### config.mk
export PLATFORM = sky130hd
export DESIGN_NAME = tmds_decoder_flat
export DESIGN_NICKNAME = d
export VERILOG_FILES = /design/src/rtl/tmds_decoder_if.sv /design/src/rtl/tmds_decoder.sv /design/src/flat_wrapper.sv
export SDC_FILE = /design/constraint.sdc
export NUM_CORES = 1
export LEC_CHECK = 0
export BUFFER_PORTS_ARGS = -buffer_cell sky130_fd_sc_hd__buf_2
export CORE_MARGIN = 2
export CORE_UTILIZATION = 35
export CTS_BUF_LIST = sky130_fd_sc_hd__clkbuf_4 sky130_fd_sc_hd__clkbuf_8 sky130_fd_sc_hd__clkbuf_16
export CTS_CLUSTER_SIZE = 16
export DETAILED_ROUTE_END_ITERATION = 12
export HOLD_SLACK_MARGIN = 0.06
export PLACE_DENSITY = 0.63
export RECOVER_POWER = 50
export SLEW_MARGIN = 20
export SYNTH_ARGS = -nofsm -noshare
export SYNTH_HDL_FRONTEND = slang
export SYNTH_SLANG_ARGS = --single-unit
export TNS_END_PERCENT = 100
### constraint.sdc
create_clock -name clk_in -period 6.8 [get_ports clk_in]
set_input_delay 1.36 -clock clk_in [delete_from_list [all_inputs] [get_ports clk_in]]
set_output_delay 1.36 -clock clk_in [all_outputs]
set_load 0.03 [all_outputs]
### src/rtl/tmds_decoder_if.sv
// Symbol/pixel bus between a TMDS deserializer and the decoder.
// master = deserializer side, slave = decoder side.
interface tmds_decoder_if;
    logic [9:0] symbol_in;
    logic       valid_in;
    logic [7:0] data_out;
    logic [1:0] ctrl_out;
    logic       de_out;
    logic       valid_out;
    logic       locked_out;
    logic       bitslip_out;

    modport master (
        output symbol_in, valid_in,
        input  data_out, ctrl_out, de_out, valid_out, locked_out, bitslip_out
    );

    modport slave (
        input  symbol_in, valid_in,
        output data_out, ctrl_out, de_out, valid_out, locked_out, bitslip_out
    );
endinterface

### src/rtl/tmds_decoder.sv
// TMDS 10b->8b decoder with word-alignment FSM: locks on a run of control
// tokens, requests bit-slips while searching, drops lock on a long token drought.
module tmds_decoder #(
    parameter int LOCK_COUNT     = 8,
    parameter int SEARCH_TIMEOUT = 1024,
    parameter int SLIP_WAIT      = 16,
    parameter int LOSS_TIMEOUT   = 65536
) (
    input  logic          clk_in,
    input  logic          rst_in,
    tmds_decoder_if.slave bus
);
    localparam int RW = $clog2(LOCK_COUNT + 1);
    localparam int SW = $clog2(SEARCH_TIMEOUT + 1);
    localparam int WW = $clog2(SLIP_WAIT + 1);
    localparam int LW = $clog2(LOSS_TIMEOUT + 1);

    typedef enum logic [1:0] {ST_SEARCH, ST_SLIP_WAIT, ST_LOCKED} state_t;

    state_t        state, state_nxt;
    logic [RW-1:0] run_cnt, run_nxt;
    logic [SW-1:0] srch_cnt, srch_nxt;
    logic [WW-1:0] wait_cnt, wait_nxt;
    logic [LW-1:0] loss_cnt, loss_nxt;
    logic          slip_nxt, vld_nxt, is_ctrl;

    logic [7:0]    data_p1;
    logic [1:0]    ctrl_p1;
    logic          de_p1, vld_p1, locked_p1, slip_p1;

    function automatic logic ctrl_match(input logic [9:0] s);
        return (s == 10'h354) || (s == 10'h0AB) || (s == 10'h154) || (s == 10'h2AB);
    endfunction

    function automatic logic [1:0] ctrl_code(input logic [9:0] s);
        case (s)
            10'h0AB: return 2'b01;
            10'h154: return 2'b10;
            10'h2AB: return 2'b11;
            default: return 2'b00;
        endcase
    endfunction

    // Undo the optional inversion (bit 9), then the XOR/XNOR chain (bit 8).
    function automatic logic [7:0] decode_data(input logic [9:0] s);
        logic [7:0] d, q;
        d    = s[9] ? ~s[7:0] : s[7:0];
        q    = '0;
        q[0] = d[0];
        for (int i = 1; i < 8; i++)
            q[i] = s[8] ? (d[i] ^ d[i-1]) : ~(d[i] ^ d[i-1]);
        return q;
    endfunction

    assign is_ctrl = ctrl_match(bus.symbol_in);

    always_comb begin
        state_nxt = state;
        run_nxt   = run_cnt;
        srch_nxt  = srch_cnt;
        wait_nxt  = wait_cnt;
        loss_nxt  = loss_cnt;
        slip_nxt  = 1'b0;
        vld_nxt   = 1'b0;
        case (state)
            ST_SEARCH: if (bus.valid_in) begin
                run_nxt  = is_ctrl ? run_cnt + RW'(1) : '0;
                srch_nxt = srch_cnt + SW'(1);
                // Lock wins over a simultaneous timeout.
                if (run_nxt == RW'(LOCK_COUNT)) begin
                    state_nxt = ST_LOCKED;
                    vld_nxt   = 1'b1;
                    run_nxt   = '0;
                    srch_nxt  = '0;
                end else if (srch_nxt == SW'(SEARCH_TIMEOUT)) begin
                    state_nxt = ST_SLIP_WAIT;
                    slip_nxt  = 1'b1;
                    run_nxt   = '0;
                    srch_nxt  = '0;
                end
            end
            ST_SLIP_WAIT: begin
                wait_nxt = wait_cnt + WW'(1);
                if (wait_nxt == WW'(SLIP_WAIT)) begin
                    state_nxt = ST_SEARCH;
                    wait_nxt  = '0;
                end
            end
            ST_LOCKED: if (bus.valid_in) begin
                vld_nxt  = 1'b1;
                loss_nxt = is_ctrl ? '0 : loss_cnt + LW'(1);
                if (loss_nxt == LW'(LOSS_TIMEOUT)) begin
                    state_nxt = ST_SEARCH;
                    loss_nxt  = '0;
                end
            end
            default: state_nxt = ST_SEARCH;
        endcase
    end

    always_ff @(posedge clk_in or posedge rst_in) begin
        if (rst_in) begin
            state    <= ST_SEARCH;
            run_cnt  <= '0;
            srch_cnt <= '0;
            wait_cnt <= '0;
            loss_cnt <= '0;
        end else begin
            state    <= state_nxt;
            run_cnt  <= run_nxt;
            srch_cnt <= srch_nxt;
            wait_cnt <= wait_nxt;
            loss_cnt <= loss_nxt;
        end
    end

    // p1: registered decoder outputs
    always_ff @(posedge clk_in or posedge rst_in) begin
        if (rst_in) begin
            data_p1   <= '0;
            ctrl_p1   <= '0;
            de_p1     <= 1'b0;
            vld_p1    <= 1'b0;
            locked_p1 <= 1'b0;
            slip_p1   <= 1'b0;
        end else begin
            vld_p1    <= vld_nxt;
            locked_p1 <= (state_nxt == ST_LOCKED);
            slip_p1   <= slip_nxt;
            if (bus.valid_in) begin
                de_p1   <= ~is_ctrl;
                data_p1 <= is_ctrl ? 8'h00 : decode_data(bus.symbol_in);
                if (is_ctrl)
                    ctrl_p1 <= ctrl_code(bus.symbol_in);
            end
        end
    end

    assign bus.data_out    = data_p1;
    assign bus.ctrl_out    = ctrl_p1;
    assign bus.de_out      = de_p1;
    assign bus.valid_out   = vld_p1;
    assign bus.locked_out  = locked_p1;
    assign bus.bitslip_out = slip_p1;
endmodule

### src/flat_wrapper.sv
// flat-port wrapper written by rule: the top's interface ports become plain ports
module tmds_decoder_flat 
#(
    parameter int LOCK_COUNT     = 8,
    parameter int SEARCH_TIMEOUT = 1024,
    parameter int SLIP_WAIT      = 16,
    parameter int LOSS_TIMEOUT   = 65536
)
  (clk_in, rst_in, bus_symbol_in, bus_valid_in, bus_data_out, bus_ctrl_out, bus_de_out, bus_valid_out, bus_locked_out, bus_bitslip_out);
  tmds_decoder_if bus_i ();
  input  logic clk_in;
  input  logic rst_in;
  input wire logic [$bits(bus_i.symbol_in)-1:0] bus_symbol_in;
  input wire logic [$bits(bus_i.valid_in)-1:0] bus_valid_in;
  output wire logic [$bits(bus_i.data_out)-1:0] bus_data_out;
  output wire logic [$bits(bus_i.ctrl_out)-1:0] bus_ctrl_out;
  output wire logic [$bits(bus_i.de_out)-1:0] bus_de_out;
  output wire logic [$bits(bus_i.valid_out)-1:0] bus_valid_out;
  output wire logic [$bits(bus_i.locked_out)-1:0] bus_locked_out;
  output wire logic [$bits(bus_i.bitslip_out)-1:0] bus_bitslip_out;
  assign bus_i.symbol_in = bus_symbol_in;
  assign bus_i.valid_in = bus_valid_in;
  assign bus_data_out = bus_i.data_out;
  assign bus_ctrl_out = bus_i.ctrl_out;
  assign bus_de_out = bus_i.de_out;
  assign bus_valid_out = bus_i.valid_out;
  assign bus_locked_out = bus_i.locked_out;
  assign bus_bitslip_out = bus_i.bitslip_out;
  tmds_decoder #(.LOCK_COUNT(LOCK_COUNT), .SEARCH_TIMEOUT(SEARCH_TIMEOUT), .SLIP_WAIT(SLIP_WAIT), .LOSS_TIMEOUT(LOSS_TIMEOUT)) u_core (.clk_in(clk_in), .rst_in(rst_in), .bus(bus_i));
endmodule
== Word level (Yosys, flattened, before mapping) ==
Cells that the tools add are included.

* Register bits: 53
* Bits of input ports: 13
* Logic and storage cells: 82

* Equality and inequality tests: 11
* Bitwise operators: 16
* Muxes and demuxes: 33
* Add/sub/neg operators: 4
* Reduce and logical (&&, ||, !) cells: 7

{| class="wikitable"
|+ Operator list
! cell !! number
|-
| $mux 17 || 2
|-
| $mux 11 || 2
|-
| $eq 10x10->1 const B || 2
|-
| $add 17x1->17 const B || 1
|-
| $eq 17x17->1 const B || 1
|-
| $mux 8 || 2
|-
| $mux 1 || 14
|-
| $mux 2 || 6
|-
| $mux 4 || 3
|-
| $pmux 2 s3 || 2
|-
| $add 11x1->11 const B || 1
|-
| $eq 11x11->1 const B || 1
|-
| $eq 10x8->1 const B || 1
|-
| $eq 10x9->1 const B || 1
|-
| $not 1->1 || 8
|-
| $not 8->8 || 1
|-
| $xor 1x1->1 || 7
|-
| $reduce_and 2->1 || 3
|-
| $add 5x1->5 const B || 1
|-
| $eq 5x5->1 const B || 1
|-
| $mux 5 || 1
|-
| $add 4x1->4 const B || 1
|-
| $eq 2x2->1 const B || 2
|-
| $eq 4x4->1 const B || 1
|-
| other kinds (4) || 6
|}

== Longest topological paths before layout ==
Gate-level depths: netlist of the first run.

* Depth in word-level cells: 10
* Mapped depth: 10
* Depth with buffers taken out: 8

== Worst setup path before layout of the first run ==
OpenSTA, ideal clock, no wires.

* Path kind: input -> register
* Start: in bus_symbol_in[6]
* End: reg u_core.srch_cnt[2]
* Arrival: 2.834 ns
* Setup time: 0.124 ns
* Slack: 3.842 ns
* Buffers on the path: 1
* Cell stages on the path: 8
* Cell sequence: inv_1 -> ha_1 -> nor2b_2 -> nand4_2 -> a2111oi_2 -> buf_4 -> nor4b_1 -> a211o_1

* Cells in the longest elaborated chain, start to end: 7
* Elaborated cells on any way between the ends: 10
* Classes of those cells: 5 x eq/ne; 2 x mux; 3 x reduce/logical

{| class="wikitable"
|+ RTL lines
! element !! RTL line !! RTL
|-
| start, declared || flat_wrapper.sv:13 || <nowiki>input wire logic [$bits(bus_i.symbol_in)-1:0] bus_symbol_in;</nowiki>
|-
| $eq 10x10->1 / $eq 10x8->1 (equally long branches) || tmds_decoder.sv:32 || <nowiki>return (s == 10'h354) || (s == 10'h0AB) || (s == 10'h154) || (s == 10'h2AB);</nowiki>
|-
| $logic_or 1x1->1 (2 in a row) || tmds_decoder.sv:32 ||
|-
| $logic_or 1x1->1 * || tmds_decoder.sv:32 ||
|-
| $mux 4 * || tmds_decoder.sv:67 || <nowiki>run_nxt = is_ctrl ? run_cnt + RW'(1) : '0;</nowiki>
|-
| $eq 4x4->1 * || tmds_decoder.sv:70 || <nowiki>if (run_nxt == RW'(LOCK_COUNT)) begin</nowiki>
|-
| $mux 11 * || tmds_decoder.sv:70 ||
|-
| end signal, assigned || tmds_decoder.sv:111 || <nowiki>srch_cnt <= srch_nxt;</nowiki>
|-
| end, declared || tmds_decoder.sv:22 || <nowiki>logic [SW-1:0] srch_cnt, srch_nxt;</nowiki>
|}

Mark *: on every way between the ends. The rest lies on a longest branch, timed or not.
A chain may end at the register's enable or synchronous reset.

==> qor.csv, run 1 <==
metric,value,unit
RSZ-0062 raised after global routing,false,
DR pass1 iterations,4,
WHS Endpoint,u_core.srch_cnt[10]$_DFFE_PP0P_,
CP max stage delay,1990,ps
htree depth,2,
Synth Area in XOR/XNOR,6.179,%
hold_sp,u_core.srch_cnt[10]$_DFFE_PP0P_,
Buf/Inv on CP,3,
first-pass GRT wire length,12670,um
Syn Std Cell Area,3402,um2
synth warn,0,
port bufs,26,
Wirelength per Cell,13.55,um
Yosys top cell area share,38.98,%
largest buffer count on any clock path,2,
setup TNS,0,ps
Critical-path top delay cell,clkbuf_1,
Final Hold Viols,0,
VDD IR max,0.00009736,V
ys flop type,dfrtp_1,
fillcell total,949,
"Clk pin slew, worst setup/hold paths",100,ps
Sw Ratio,36.03,%
largest net degree at the start of global routing,54,
Worst R2R Setup Slack,4320,ps
Remaining DRCs,0,
initial antenna violation count,0,
Overflow after GRT,0,
clock power share,22.0,%
CTS tree,built,
average footprint of a synthesized cell,8.723,um2
share of cells above drive strength 1,11.97,%
Cell Pwr Density,218.9,nW/um2
utilization after layout,39.17,%
"FFs w/ async S/R, synth",100.0,%
DP Wirelength,5101,um
outcome,finished with violations,
"area leader, netlist",dfrtp_1,
Clock Sink Count,53,
reg2reg end,u_core.loss_cnt[16]$_DFFE_PP0P_,
Netlist cell types,60,
P_sw,0.2882,mW
Worst Skew,9.548,ps
Synth Area in Compound Gates,18.98,%
crit-path cells,"buf_2, inv_1, clkbuf_1",
Detailed Route WL,7179,um
Worst Hold Class,flop to flop,
reg2reg path depth,7,
final net count,426,
vias per cell,5.370,
"EDFF count, synth",0,
WS Path Type,input pin to async pin,
sequential share of the synthesized area,38.98,%
simple-gate portion of the synthesized area,23.43,%
final antenna-violating net count,0,
Synth Area in Adders,4.781,%
vias in the first global route,2655,
Slew HR,-89.01,%
"Setup violations, final",0,
Hold Crit Depth,2,
clock latency on the worst-skew pair,310,ps
Max Freq,270.0,MHz
Die Y,102.6,um
min Tclk post-route,3703,ps
mux contribution to synthesized area,0.5885,%
WHS,506.0,ps
die area,10520,um2
Synth Instances,390,
cell family with most CP delay,buffers and inverters,
Final Max Tran Viols,54,
post-CTS resize count,0,
Initial Util,36.47,%
core box area,9328,um2
failing checks,"capacitance limit, slew limit",
CTS Hold Bufs,0,
crit end category,async pin,
row cnt,35,
antenna diode count,0,
CTS Buf Count,5,
RePlAce Congestion,0.8662,
largest family of logic cells by synthesized area,simple AND/OR/NAND/NOR gates,
register area,1326,um2
Yosys reg bits,53,
Worst Max-Slew Pin Slew,2835,ps
post-CTS setup buffers,0,
combinational power share,25.8,%
CTS Root Cell,clkbuf_8,
CP Data Arrival Time,3520,ps
Die Wd,102.6,um
synth top area cells,"dfrtp_1 39%, o21ai_0 5.7%, nand2_1 5.1%, ha_1 4.8%, nand3_1 3.5%",
MaxCap Viol Count,1,
Area Overhead vs Synth,7.392,%
vias,2846,
Startpoint Class,input pin,
Pleak,1.574,nW
Post-Syn Nets,416,
Top Ports,27,
sequential share of power,52.2,%
GRT Total Usage,14.80,%
Pint,0.5116,mW
"Req. time, crit path",6610,ps
CP Max Fanout,53,
iteration-0 DRC count of the detailed router,178,
FF-to-FF Start,u_core.loss_cnt[1]$_DFFE_PP0P_,
footprint of the multi-input gates,1836,um2
period utilisation layout,54.46,%
## kinds of logic (layout without fill, tap and decap cells)
kind of cell               Yosys count  in the layout
xor gates and xnor gates            24             24
muxes                                2              2
DFF                                 53             53
and+or+nand+nor                    147            147
AOI/OAI and AO/OA                   98             98
adders and majority gates           13             13
buffers and inverters               53             64
## tightest hold or removal path, cell delays in order (launching register included)
cell	delay, ps
dfrtp_1	370
nand2_1	50
o31ai_1	60
## through the flow
step	setup slack (ps)	power [mW]	area [um2]	std cells
after floorplan	3842	0.5738	3402	390
after global placement	3308	0.6257	3573	522
after detailed placement	3278	0.6312	3573	522
after CTS	3603	0.8095	3660	530
after global routing	2418	0.8574	3654	530
final	3097	0.7998	3654	530
## cell type report
cell class,instances,area share [%]
multi-input cells,284,50.24
well taps,129,4.418
repair buffers,28,3.801
clock inverters,3,0.4795
clock buffers,5,1.884
inverters,28,2.877
flip-flops and latches,53,36.30
## synth_stat cells (8+ instances only)
library cell / instances
xnor2_1: 13
o21ai_0: 39
nand4_1: 14
ha_1: 13
clkbuf_1: 9
dfrtp_1: 53
a31oi_1: 8
inv_1: 27
buf_2: 8
nor2_1: 16
xor2_1: 11
o31ai_1: 9
nand2_1: 46
nand3_1: 24
and3_1: 8
## cells in the final DEF, fill, tap and decap left out, types with 8 or more instances in the layout
cell type  Yosys  layout
dfrtp_1       53      53
nand2_1       46      46
o21ai_0       39      39
inv_1         27      27
nand3_1       24      24
buf_2          8      24
nor2_1        16      16
nand4_1       14      14
xnor2_1       13      13
ha_1          13      13
xor2_1        11      11
o31ai_1        9       9
and3_1         8       8
a31oi_1        8       8
## state kept, by name, indices dropped and copies added (netlist names)
register / flops
u_core.bus.bitslip_out: 1
u_core.bus.ctrl_out: 2
u_core.bus.data_out: 8
u_core.bus.de_out: 1
u_core.bus.locked_out: 1
u_core.bus.valid_out: 1
u_core.loss_cnt: 17
u_core.run_cnt: 4
u_core.srch_cnt: 11
u_core.state: 2
u_core.wait_cnt: 5
## worst max path at each step
stage	from	to	slack, ps	cells after the start
2_1_floorplan	bus_symbol_in[6]	u_core.srch_cnt[2]$_DFFE_PP0P_	3840	8
3_3_place_gp	bus_valid_in	u_core.loss_cnt[16]$_DFFE_PP0P_	3310	7
3_5_place_dp	bus_valid_in	u_core.loss_cnt[16]$_DFFE_PP0P_	3280	7
4_1_cts	bus_valid_in	u_core.loss_cnt[16]$_DFFE_PP0P_	3600	7
5_1_grt	rst_in	u_core.loss_cnt[9]$_DFFE_PP0P_	2420	3
6_report	rst_in	u_core.loss_cnt[7]$_DFFE_PP0P_	3100	3
## power by group through the flow
stage / clock network [mW] / registers [mW] / logic [mW]
floorplan: 0 / 0.425 / 0.148
global placement: 0 / 0.421 / 0.205
detailed placement: 0 / 0.422 / 0.209
CTS: 0.183 / 0.417 / 0.209
global route: 0.192 / 0.427 / 0.238
finish: 0.176 / 0.418 / 0.206
## metal layers
metal	routed length, um	part of all wire (%)	global-route usage, %
met1	3649	51	20.97
met2	3210	45	23.88
met3	233	3.2	1.898
met4	87	1.2	4.103
met5	0	0	0
Note: power is estimated with default switching activity, not from simulation.
==> run 2: changes to the inputs <==
--- a/config.mk
+++ b/config.mk
@@ -12,7 +12,7 @@
 export CTS_CLUSTER_SIZE = 16
 export DETAILED_ROUTE_END_ITERATION = 12
 export HOLD_SLACK_MARGIN = 0.06
-export PLACE_DENSITY = 0.63
+export PLACE_DENSITY = 0.65
 export RECOVER_POWER = 50
 export SLEW_MARGIN = 20
 export SYNTH_ARGS = -nofsm -noshare
==> constraint.sdc (replaced) <==
create_clock -name clk_in -period 3 [get_ports clk_in]
set_input_delay 0.6 -clock clk_in [delete_from_list [all_inputs] [get_ports clk_in]]
set_output_delay 0.6 -clock clk_in [all_outputs]
set_load 0.03 [all_outputs]
==> run 2 against run 1 <==
- the flow now finishes without violations
- clock skew down 2.5 ps
- hold slack hardly changed
- die area did not move
- critical path type is now flop to flop
==> qor.csv, run 2 (synthesis results as in run 1) <==
metric,value,unit
cell depth of the worst setup path,7,
Die Y,102.6,um
port bufs,26,
Area Overhead vs Synth,8.533,%
CTS Root Cell,clkbuf_8,
WS Path Type,flop to flop,
Pleak,1.590,nW
final net count,432,
Tot Pwr,1.824,mW
CP Max Fanout,8,
period utilisation layout,82.96,%
largest buffer count on any clock path,2,
Die Wd,102.6,um
"Setup violations, final",0,
Detailed Route WL,7276,um
vias in the first global route,2668,
fillcell total,941,
Initial Util,36.47,%
CP Data Arrival Time,2700,ps
Overflow after GRT,0,
cell family with most CP delay,simple AND/OR/NAND/NOR gates,
min Tclk post-route,2489,ps
Wirelength per Cell,13.57,um
"Req. time, crit path",3210,ps
first-pass GRT wire length,12600,um
reg2reg path depth,7,
die area,10520,um2
htree depth,2,
WHS,506.5,ps
CTS Buf Count,5,
Post-Place Setup Slack,520.7,ps
DP Wirelength,5220,um
Worst Max-Slew Pin Slew,1219,ps
largest net degree at the start of global routing,32,
CP max stage delay,510,ps
vias per cell,5.416,
setup TNS,0,ps
CTS tree,built,
Worst Skew,7.086,ps
CP dominant cell by count,nand3_1,
Final Hold Viols,0,
Clock Sink Count,53,
GRT Total Usage,14.72,%
final antenna-violating net count,0,
clock latency on the worst-skew pair,310,ps
CTS Hold Bufs,0,
outcome,"finished, final reports clean",
iteration-0 DRC count of the detailed router,175,
max reg flops,17,
VDD IR max,0.0002560,V
final worst slack,511.1,ps
RePlAce Congestion,0.8844,
Startpoint Class,flop,
MaxCap Viol Count,0,
post-CTS resize count,0,
Biggest register,u_core.loss_cnt,
Top Ports,27,
vias,2903,
initial antenna violation count,0,
share of cells above drive strength 1,12.53,%
"Clk pin slew, worst setup/hold paths",100,ps
Worst Hold Class,flop to flop,
DR pass1 iterations,4,
RSZ-0062 raised after global routing,false,
row cnt,35,
Cell Pwr Density,494.0,nW/um2
"most common cell after layout, fill and taps aside",dfrtp_1,
core box area,9328,um2
Hold Crit Depth,2,
Max Freq,401.8,MHz
Critical-path top delay cell,dfrtp_1,
Slew HR,18.65,%
Remaining DRCs,0,
crit end category,flop,
Final Max Tran Viols,0,
post-CTS setup buffers,0,
crit-path cells,"ha_1, nand3_1, nor3_1, nand3_1, a21oi_1, a211oi_2, a211oi_1",
antenna diode count,0,
"commonest non-fill, non-tap cells in the layout","53 x dfrtp_1, 46 x nand2_1, 39 x o21ai_0",
Buf/Inv on CP,0,
run 2: worst register-to-register path: cells and delay by family (launching register included):
family / cells / cell delay [ps]
AOI/OAI and AO/OA: 3 / 680
adders and majority gates: 1 / 360
DFF: 1 / 510
and+or+nand+nor: 3 / 820
run 2: power breakdown:
group          switching (mW)  internal [mW]
clock network           0.241          0.162
registers               0.132          0.814
logic                   0.286          0.189
total                   0.658           1.17
run 2: worst paths after layout:
kind                                                  from                              end  slack [ps]
max in group asynchronous                           rst_in   u_core.bus.valid_out$_DFF_PP0_        1200
min reg2reg                u_core.loss_cnt[16]$_DFFE_PP0P_  u_core.loss_cnt[16]$_DFFE_PP0P_         510
min in group asynchronous                           rst_in  u_core.loss_cnt[14]$_DFFE_PP0P_         610
max                         u_core.loss_cnt[1]$_DFFE_PP0P_  u_core.bus.locked_out$_DFF_PP0_         510
min                        u_core.loss_cnt[16]$_DFFE_PP0P_  u_core.loss_cnt[16]$_DFFE_PP0P_         510
max reg2reg                 u_core.loss_cnt[1]$_DFFE_PP0P_  u_core.bus.locked_out$_DFF_PP0_         510
run 2: per-stage QoR:
step / instance area, um2 / instances / util (%)
final: 3692 / 536 / 39.58
after global routing: 3692 / 536 / 39.58
after CTS: 3705 / 536 / 39.72
after detailed placement: 3618 / 528 / 38.79
after global placement: 3618 / 528 / 38.79
after floorplan: 3402 / 390 / -
run 2: area by class of cell:
cell class | instances | area (um2) | share of cell area [%]
flip-flops and latches | 53 | 1326 | 35.92
repair buffers | 34 | 177.7 | 4.812
well taps | 129 | 161.4 | 4.371
clock inverters | 3 | 17.52 | 0.4744
clock buffers | 5 | 68.82 | 1.864
multi-input cells | 284 | 1836 | 49.71
inverters | 28 | 105.1 | 2.846
run 2: layer usage:
layer | global-route usage, % | up-vias | wire length [um]
met5 | 0 | - | 0
met1 | 20.60 | 1383 | 3618
met4 | 3.692 | 0 | 44
li1 | - | 1437 | -
met3 | 2.576 | 5 | 331
met2 | 23.73 | 78 | 3283
==> run 3: changes to the inputs <==
--- a/config.mk
+++ b/config.mk
@@ -12,7 +12,7 @@
 export CTS_CLUSTER_SIZE = 16
 export DETAILED_ROUTE_END_ITERATION = 12
 export HOLD_SLACK_MARGIN = 0.06
-export PLACE_DENSITY = 0.65
+export PLACE_DENSITY = 0.63
 export RECOVER_POWER = 50
 export SLEW_MARGIN = 20
 export SYNTH_ARGS = -nofsm -noshare
==> constraint.sdc (replaced) <==
create_clock -name clk_in -period 2.34 [get_ports clk_in]
set_input_delay 0.468 -clock clk_in [delete_from_list [all_inputs] [get_ports clk_in]]
set_output_delay 0.468 -clock clk_in [all_outputs]
set_load 0.03 [all_outputs]
==> run 3 against run 2 <==
- cell count increased by 1.5%
- setup slack got worse by 340 ps
- register-to-register slack got worse by 340 ps
- power increased by 35%
- sequential share of layout area decreased by 0.89 points
- non-clock buffer count increased by 8
- global-route usage decreased by 0.14 points
- wire length increased by 0.56%
- clock power increased by 61%
==> qor.csv, run 3 (synthesis results as in run 1) <==
metric,value,unit
RSZ-0062 raised after global routing,false,
final instance area,3786,um2
iteration-0 DRC count of the detailed router,169,
share of cells above drive strength 1,14.70,%
footprint of the multi-input gates,1836,um2
VDD IR max,0.0003042,V
CTS Hold Bufs,0,
DP Wirelength,5287,um
die area,10520,um2
Slew HR,12.41,%
Wirelength per Cell,13.45,um
Initial Util,36.47,%
"Req. time, crit path",2530,ps
Pleak,1.654,nW
CTS tree,built,
post-CTS resize count,0,
Area Overhead vs Synth,11.29,%
fillcell total,967,
"Setup violations, final",0,
htree depth,2,
dpl cells,536,
max reg flops,17,
Final Hold Viols,0,
Max Freq,462.0,MHz
MaxCap Viol Count,0,
FF-to-FF Start,u_core.loss_cnt[0]$_DFFE_PP0P_,
final antenna-violating net count,0,
first-pass GRT wire length,12410,um
final worst slack,175.5,ps
Final Max Tran Viols,0,
"most common cell after layout, fill and taps aside",dfrtp_1,
crit end category,flop,
Remaining DRCs,0,
CTS Buf Count,5,
CP Data Arrival Time,2350,ps
end of the critical path,u_core.bus.locked_out$_DFF_PP0_,
period utilisation layout,92.50,%
Top Ports,27,
Die Y,102.6,um
setup TNS,0,ps
Post-Place Setup Slack,131.5,ps
Setup crit start,u_core.loss_cnt[0]$_DFFE_PP0P_,
Worst Hold Class,input pin to flop,
Detailed Route WL,7317,um
register area,1326,um2
reg2reg end,u_core.bus.locked_out$_DFF_PP0_,
GRT Total Usage,14.59,%
Worst R2R Setup Slack,180,ps
Worst Max-Slew Pin Slew,1314,ps
largest net degree at the start of global routing,54,
clock latency on the worst-skew pair,310,ps
RePlAce Congestion,0.8533,
"Clk pin slew, worst setup/hold paths",90,ps
post-CTS setup buffers,0,
core box area,9328,um2
CP Max Fanout,7,
Die Wd,102.6,um
reg2reg path depth,7,
final net count,440,
vias in the first global route,2660,
min Tclk post-route,2165,ps
Startpoint Class,flop,
initial antenna violation count,0,
row cnt,35,
"commonest non-fill, non-tap cells in the layout","53 x dfrtp_1, 46 x nand2_1, 39 x o21ai_0",
Clock Sink Count,53,
CTS Root Cell,clkbuf_8,
outcome,"finished, final reports clean",
largest buffer count on any clock path,2,
Overflow after GRT,0,
vias per cell,5.279,
Non-Filler Instances,544,
DR pass1 iterations,4,
port bufs,26,
Cell Pwr Density,652.6,nW/um2
antenna diode count,0,
vias,2872,
placed instance area,3691,um2
Biggest register,u_core.loss_cnt,
Worst Skew,14.62,ps
WS Path Type,flop to flop,
## run 3: changes by cell type in the layout (fill, tap and decap cells not counted), sizes merged
cell      delta
clkinvlp     -1
clkinv       -1
buf          +9
bufinv       +1
## run 3: layout make-up
class	instances	share of cell area, %
Sequential cell	53	35.03
Inverter	28	2.776
Clock inverter	2	1.024
Clock buffer	6	2.016
Timing Repair Buffer	42	6.411
Tap cell	129	4.263
Multi-Input combinational cell	284	48.48
## run 3: routing by layer
layer	global-route usage, %	wire (um)
met4	5.333	130
met5	0	0
met1	19.91	3545
met2	23.38	3389
met3	2.441	251
## run 3: critical path: stages, from the launching register on
cell       delay, ps
dfrtp_1          390
ha_1             230
and3_4           210
or3_4            340
a2111oi_4        360
o2111ai_1        190
a211oi_2         220
a211oi_1         100
## run 3: power by group
group	total (mW)	internal (mW)	switching, mW
Combinational	0.613	0.249	0.365
Clock	0.646	0.333	0.312
Sequential	1.21	1.04	0.168
Total	2.47	1.63	0.845
## run 3: worst min-delay path by stage
stage | cells past startpoint | from | endpoint | slack (ps)
floorplan | 2 | u_core.loss_cnt[16]$_DFFE_PP0P_ | u_core.loss_cnt[16]$_DFFE_PP0P_ | 460
global placement | 2 | u_core.loss_cnt[16]$_DFFE_PP0P_ | u_core.loss_cnt[16]$_DFFE_PP0P_ | 480
detailed placement | 2 | u_core.loss_cnt[16]$_DFFE_PP0P_ | u_core.loss_cnt[16]$_DFFE_PP0P_ | 490
CTS | 3 | rst_in | u_core.run_cnt[2]$_DFFE_PP0P_ | 200
global route | 2 | bus_valid_in | u_core.bus.ctrl_out[1]$_DFFE_PP0P_ | 490
finish | 2 | bus_valid_in | u_core.bus.ctrl_out[1]$_DFFE_PP0P_ | 490
## run 3: through the flow
step	total power, mW	utilization, %	hold slack [ps]
2_1_floorplan	1.667	-	456.5
3_3_place_gp	1.830	39.57	476.3
3_5_place_dp	1.854	39.57	487.3
4_1_cts	2.505	40.80	201.8
5_1_grt	2.636	40.59	485.6
6_report	2.471	40.59	487.0
